===== src/rtl/sf_peak_det.sv =====
// sf_peak_det: threshold/hysteresis peak detector with hold-off and a single-entry record slot; SF_PEAK_TS_EN adds peak_ts.
module sf_peak_det #(
    parameter int DW      = 16,
    parameter int HYST    = 64,
    parameter int HOLDOFF = 8,
    parameter int TSW     = 32
) (
    input  logic          clk,
    input  logic          rst,
    input  logic          in_valid,
    input  logic [DW-1:0] in_data,
    input  logic [DW-1:0] thresh,
    input  logic          peak_ready,
    input  logic          clr_ovf,
    output logic          peak_valid,
    output logic [DW-1:0] peak_data,
`ifdef SF_PEAK_TS_EN
    output logic [TSW-1:0] peak_ts,
    output logic           peak_ovf
`else
    output logic           peak_ovf
`endif
);
    typedef enum logic [1:0] {REARM, IDLE, TRACK, HOLD} state_t;
    localparam int CW = $clog2(HOLDOFF + 1);
    localparam logic signed [DW:0] HYST_X = (DW+1)'(HYST);
    localparam logic [CW-1:0] CNT_INIT = CW'(HOLDOFF - 1);

    state_t state_q, state_d;
    logic signed [DW-1:0] run_max_q, run_max_d, din, thr;
    logic signed [DW:0] din_x, lim;
    logic [CW-1:0] cnt_q, cnt_d;
    logic [DW-1:0] peak_data_q, peak_data_d;
    logic peak_valid_q, peak_valid_d, peak_ovf_q, peak_ovf_d;
    logic upd, emit, load;

    assign din = $signed(in_data);
    assign thr = $signed(thresh);
    // one extra bit keeps run_max-HYST from wrapping near the negative limit
    assign din_x = {din[DW-1], din};
    assign lim = {run_max_q[DW-1], run_max_q} - HYST_X;
    assign peak_valid = peak_valid_q;
    assign peak_data = peak_data_q;
    assign peak_ovf = peak_ovf_q;

    always_comb begin
        state_d = state_q;
        cnt_d = cnt_q;
        upd = 1'b0;
        emit = 1'b0;
        if (in_valid) begin
            case (state_q)
                REARM: if (din < thr) state_d = IDLE;
                IDLE: begin
                    if (din >= thr) begin
                        state_d = TRACK;
                        upd = 1'b1;
                    end
                end
                TRACK: begin
                    if (din > run_max_q) upd = 1'b1;
                    else if (din_x <= lim || din < thr) begin
                        emit = 1'b1;
                        state_d = HOLD;
                        cnt_d = CNT_INIT;
                    end
                end
                default: begin
                    cnt_d = cnt_q == '0 ? '0 : cnt_q - 1'b1;
                    if (cnt_q == '0) state_d = REARM;
                end
            endcase
        end
        run_max_d = upd ? din : run_max_q;
        load = emit && (!peak_valid_q || peak_ready);
        peak_valid_d = load || (peak_valid_q && !peak_ready);
        peak_data_d = load ? run_max_q : peak_data_q;
        peak_ovf_d = (emit && peak_valid_q && !peak_ready) || (peak_ovf_q && !clr_ovf);
    end

    always_ff @(posedge clk or posedge rst) begin
        if (rst) begin
            state_q <= REARM;
            cnt_q <= '0;
            run_max_q <= '0;
            peak_valid_q <= 1'b0;
            peak_data_q <= '0;
            peak_ovf_q <= 1'b0;
        end else begin
            state_q <= state_d;
            cnt_q <= cnt_d;
            run_max_q <= run_max_d;
            peak_valid_q <= peak_valid_d;
            peak_data_q <= peak_data_d;
            peak_ovf_q <= peak_ovf_d;
        end
    end

`ifdef SF_PEAK_TS_EN
    logic [TSW-1:0] idx_q, idx_d, max_idx_q, max_idx_d, peak_ts_q, peak_ts_d;

    assign peak_ts = peak_ts_q;

    always_comb begin
        idx_d = in_valid ? idx_q + 1'b1 : idx_q;
        max_idx_d = upd ? idx_q : max_idx_q;
        peak_ts_d = load ? max_idx_q : peak_ts_q;
    end

    always_ff @(posedge clk or posedge rst) begin
        if (rst) begin
            idx_q <= '0;
            max_idx_q <= '0;
            peak_ts_q <= '0;
        end else begin
            idx_q <= idx_d;
            max_idx_q <= max_idx_d;
            peak_ts_q <= peak_ts_d;
        end
    end
`endif
endmodule


===== config.mk =====
export PLATFORM = sky130hd
export DESIGN_NAME = sf_peak_det
export DESIGN_NICKNAME = d
export VERILOG_FILES = /design/src/rtl/sf_peak_det.sv
export SDC_FILE = /design/constraint.sdc
export NUM_CORES = 1
export LEC_CHECK = 0
export BUFFER_PORTS_ARGS = -buffer_cell sky130_fd_sc_hd__buf_2
export CORE_MARGIN = 3
export CORE_UTILIZATION = 28
export CTS_CLUSTER_SIZE = 25
export DETAILED_ROUTE_END_ITERATION = 10
export GPL_TIMING_DRIVEN = 0
export SLEW_MARGIN = 20
export SYNTH_ARGS = -nofsm -noshare
export SYNTH_HDL_FRONTEND = slang
export SYNTH_SLANG_ARGS = --single-unit

===== constraint.sdc =====
create_clock -name clk -period 4.4 [get_ports clk]
set_input_delay 0.22 -clock clk [delete_from_list [all_inputs] [get_ports clk]]
set_output_delay 0.22 -clock clk [all_outputs]
set_load 0.05 [all_outputs]

==> metrics.cfg <==
[final_layout]
drive_gt1_frac = 0.294
area_growth_pct = 18.8
seq_area_um2 = 1000
diodes = 0
nets = 447
num-fill-cells = 1088
multi_input_comb_area_um2 = 1830

[timing]
setup_viol = 0
finalCriticalPeriod_ns = 3.96
setup_tns_ns = 0
slew_headroom = 0.574
max_slew.worst_pin.slew_ns = 0.635
rsz0062_at_grt = no
finalMaxSlewViolations = 0
hold_slack_ns = 0.112
hold_viol = 0
max_freq_mhz = 253
fin_skew_ns = 0.00494
finalCritPeriodShare = 0.899

[logic_synthesis]
synth_cell_types = 49
yosys_register_bits = 40
synth_top_cell_area_share = 0.332
synth_edf_count = 0
synth_seq_area_share = 0.332
syn_nets = 384
synth_ff_type = dfrtp_1
synth_area_leaders = dfrtp_1 (33%), ha_1 (20%), mux2_2 (9.0%), mux2_4 (5.0%), inv_1 (4.6%)
ys_warn_count = 0
syn_inst = 300
synthArstFlopShare = 1.00
syn_area_um2 = 3010
yosysTopAreaCell = dfrtp_1
avgSynthCellArea_um2 = 10.0

[hold_path]
min_path_cells = 2
worstHoldStart = clr_ovf
min_to = peak_ovf
hold_path_class = in -> reg

[critical_path]
crit_required_ns = 4.58
rr_worst_depth = 17
crit-reg2reg-capture = peak_data[1]
path_max_fanout = 10
startpoint_type = flip-flop
path_class = reg -> reg
crit_path_start = run_max_q[6]
end_kind = flip-flop
worstPathArrival_ns = 4.14
reg2reg_from = run_max_q[6]
worst-r2r-setup-slack_ns = 0.44

[clock_network]
worstSkewPairLatency_ns = 0.29
h-tree-depth = 2
root_buffer = clkbuf_8
numCtsBuffers = 5
cts-resized-gates = 0
cts.clk_slew.worst_paths_ns = 0.08
cts_tree = yes
clkSinkCount = 40
clock_path_buffers = 2

[grt]
grt_pass1_vias = 2410
gr-usage-all-layers = 0.121
grt_max_degree = 23
grt_remaining_overflow = 0
grt_first_pass_wirelength_mm = 11.5
antenna_found_initial = 0

[status]
outcome = finished clean

[placement]
dpl.hpwl_mm = 5.80
io_buffers = 54
gp_congestion = 0.813

[route]
drtAntennaViolNets = 0
vias = 2391
drtIter0Drc = 73
drt-wirelength-per-cell_um = 14.0
firstDrtPassIters = 4
vias_per_cell = 4.78
drt_wl_total_mm = 6.99
drc = 0

[power_and_ir_drop]
p_per_area_nw_per_um2 = 652
max-vdd-ir-drop_mv = 0.292
p_leak_uw = 0.00177

[floorplan]
core_um2 = 10400
fp-row-count = 37
io_pins = 55
die_w_um = 110
die_area_um2 = 12000
initial_core_util = 0.289
die_h_um = 110

[run]
maxCapViolCount = 0

[metrics by stage]
| stage | total power, µW | utilization | cell area, µm² | std cells | worst slack, ns |
|---|---|---|---|---|---|
| global placement | 2040 | 0.332 | 3450 | 490 | 0.441 |
| finish | 2330 | 0.344 | 3580 | 500 | 0.443 |
| CTS | 2360 | 0.344 | 3580 | 500 | 0.417 |
| floorplan | 1760 | - | 3010 | 300 | 0.898 |
| global route | 2550 | 0.344 | 3580 | 500 | 0.132 |
| detailed placement | 2090 | 0.334 | 3480 | 491 | 0.444 |
[repair_timing]
| action | 4_1_cts | 5_1_grt |
|---|---|---|
| hold endpoints to repair | 18 | 0 |
| hold buffers | 1 | 0 |
| buffers inserted | 0 | 0 |
[power breakdown]
| group | leakage [µW] | total, µW | internal [µW] | switching [µW] |
|---|---|---|---|---|
| logic | 0.00124 | 1400 | 585 | 816 |
| registers | 0.000488 | 679 | 542 | 137 |
| clock network | 0.0000455 | 254 | 128 | 126 |
[cell families (layout without fill, tap and decap cells)]
family          after synthesis  after routing  share of synthesized area
simple gates                 73             73                      0.129
compound gates               55             55                      0.119
fa+ha+maj                    47             47                      0.195
buf+inv                      43            107                     0.0618
flops                        40             40                      0.332
mux                          34             34                      0.139
xor+xnor                      8              8                     0.0232
[cells in the mapped netlist (all sizes together) (3+ instances only)]
library cell,n
xnor2,8
ha,47
inv,37
nor4,4
nor3,10
a21oi,22
o21ai,10
nand2b,4
nand2,13
nand4,8
dfrtp,40
nand3,9
nor2,12
o21a,3
buf,4
mux2,34
[area by class of cell]
cell class,instances,area share
plain buffers,6,0.0133
flip-flops and latches,40,0.279
well taps,136,0.0475
multi-input cells,217,0.510
clock buffers,8,0.0251
repair buffers,56,0.0859
inverters,37,0.0388
[per-layer routing]
layer	up-vias	GRT usage	share of wire
met1	1127	0.156	0.47
met4	0	0.0232	0.0080
met2	45	0.210	0.48
met5	-	0	0
met3	9	0.0235	0.043
li1	1210	-	-
[layout by cell type (no fill, tap or decap), types with 6 or more instances in the layout]
master	instances
mux2_4	10
inv_1	36
nor3_1	10
nand2_1	13
nor2_1	12
buf_2	55
o21ai_0	9
a21oi_1	20
nand4_1	8
ha_1	47
mux2_2	24
nand3_1	9
clkbuf_8	6
xnor2_1	8
dfrtp_1	40
[worst max-delay path by stage]
stage                              end  slack [ns]  cells after the start
after global placement    peak_data[0]        0.44                     17
after global routing      peak_data[5]        0.13                     17
after floorplan           peak_data[0]        0.90                     17
final                     peak_data[1]        0.44                     17
after CTS                 peak_data[1]        0.42                     17
after detailed placement  peak_data[1]        0.44                     17
[sequential cells by signal, summed over array words and instances, names as in the netlist]
| name | count |
|---|---|
| peak_valid | 1 |
| run_max_q | 16 |
| peak_ovf | 1 |
| peak_data | 16 |
| state_q | 2 |
| cnt_q | 4 |
[critical path, stage by stage, from the launching register on]
cell	delay [ns]
dfrtp_1	0.43
inv_1	0.10
ha_1	0.19
nand2_1	0.10
nor4_1	0.45
nand3_1	0.17
xnor2_1	0.15
ha_1	0.29
nand3_1	0.18
o211ai_1	0.13
a211oi_1	0.18
o21ai_0	0.12
o2bb2ai_1	0.17
a21bo_1	0.21
or3b_1	0.36
buf_6	0.16
buf_12	0.15
mux2_4	0.30
No activity file was read; power rests on OpenSTA's default activity.
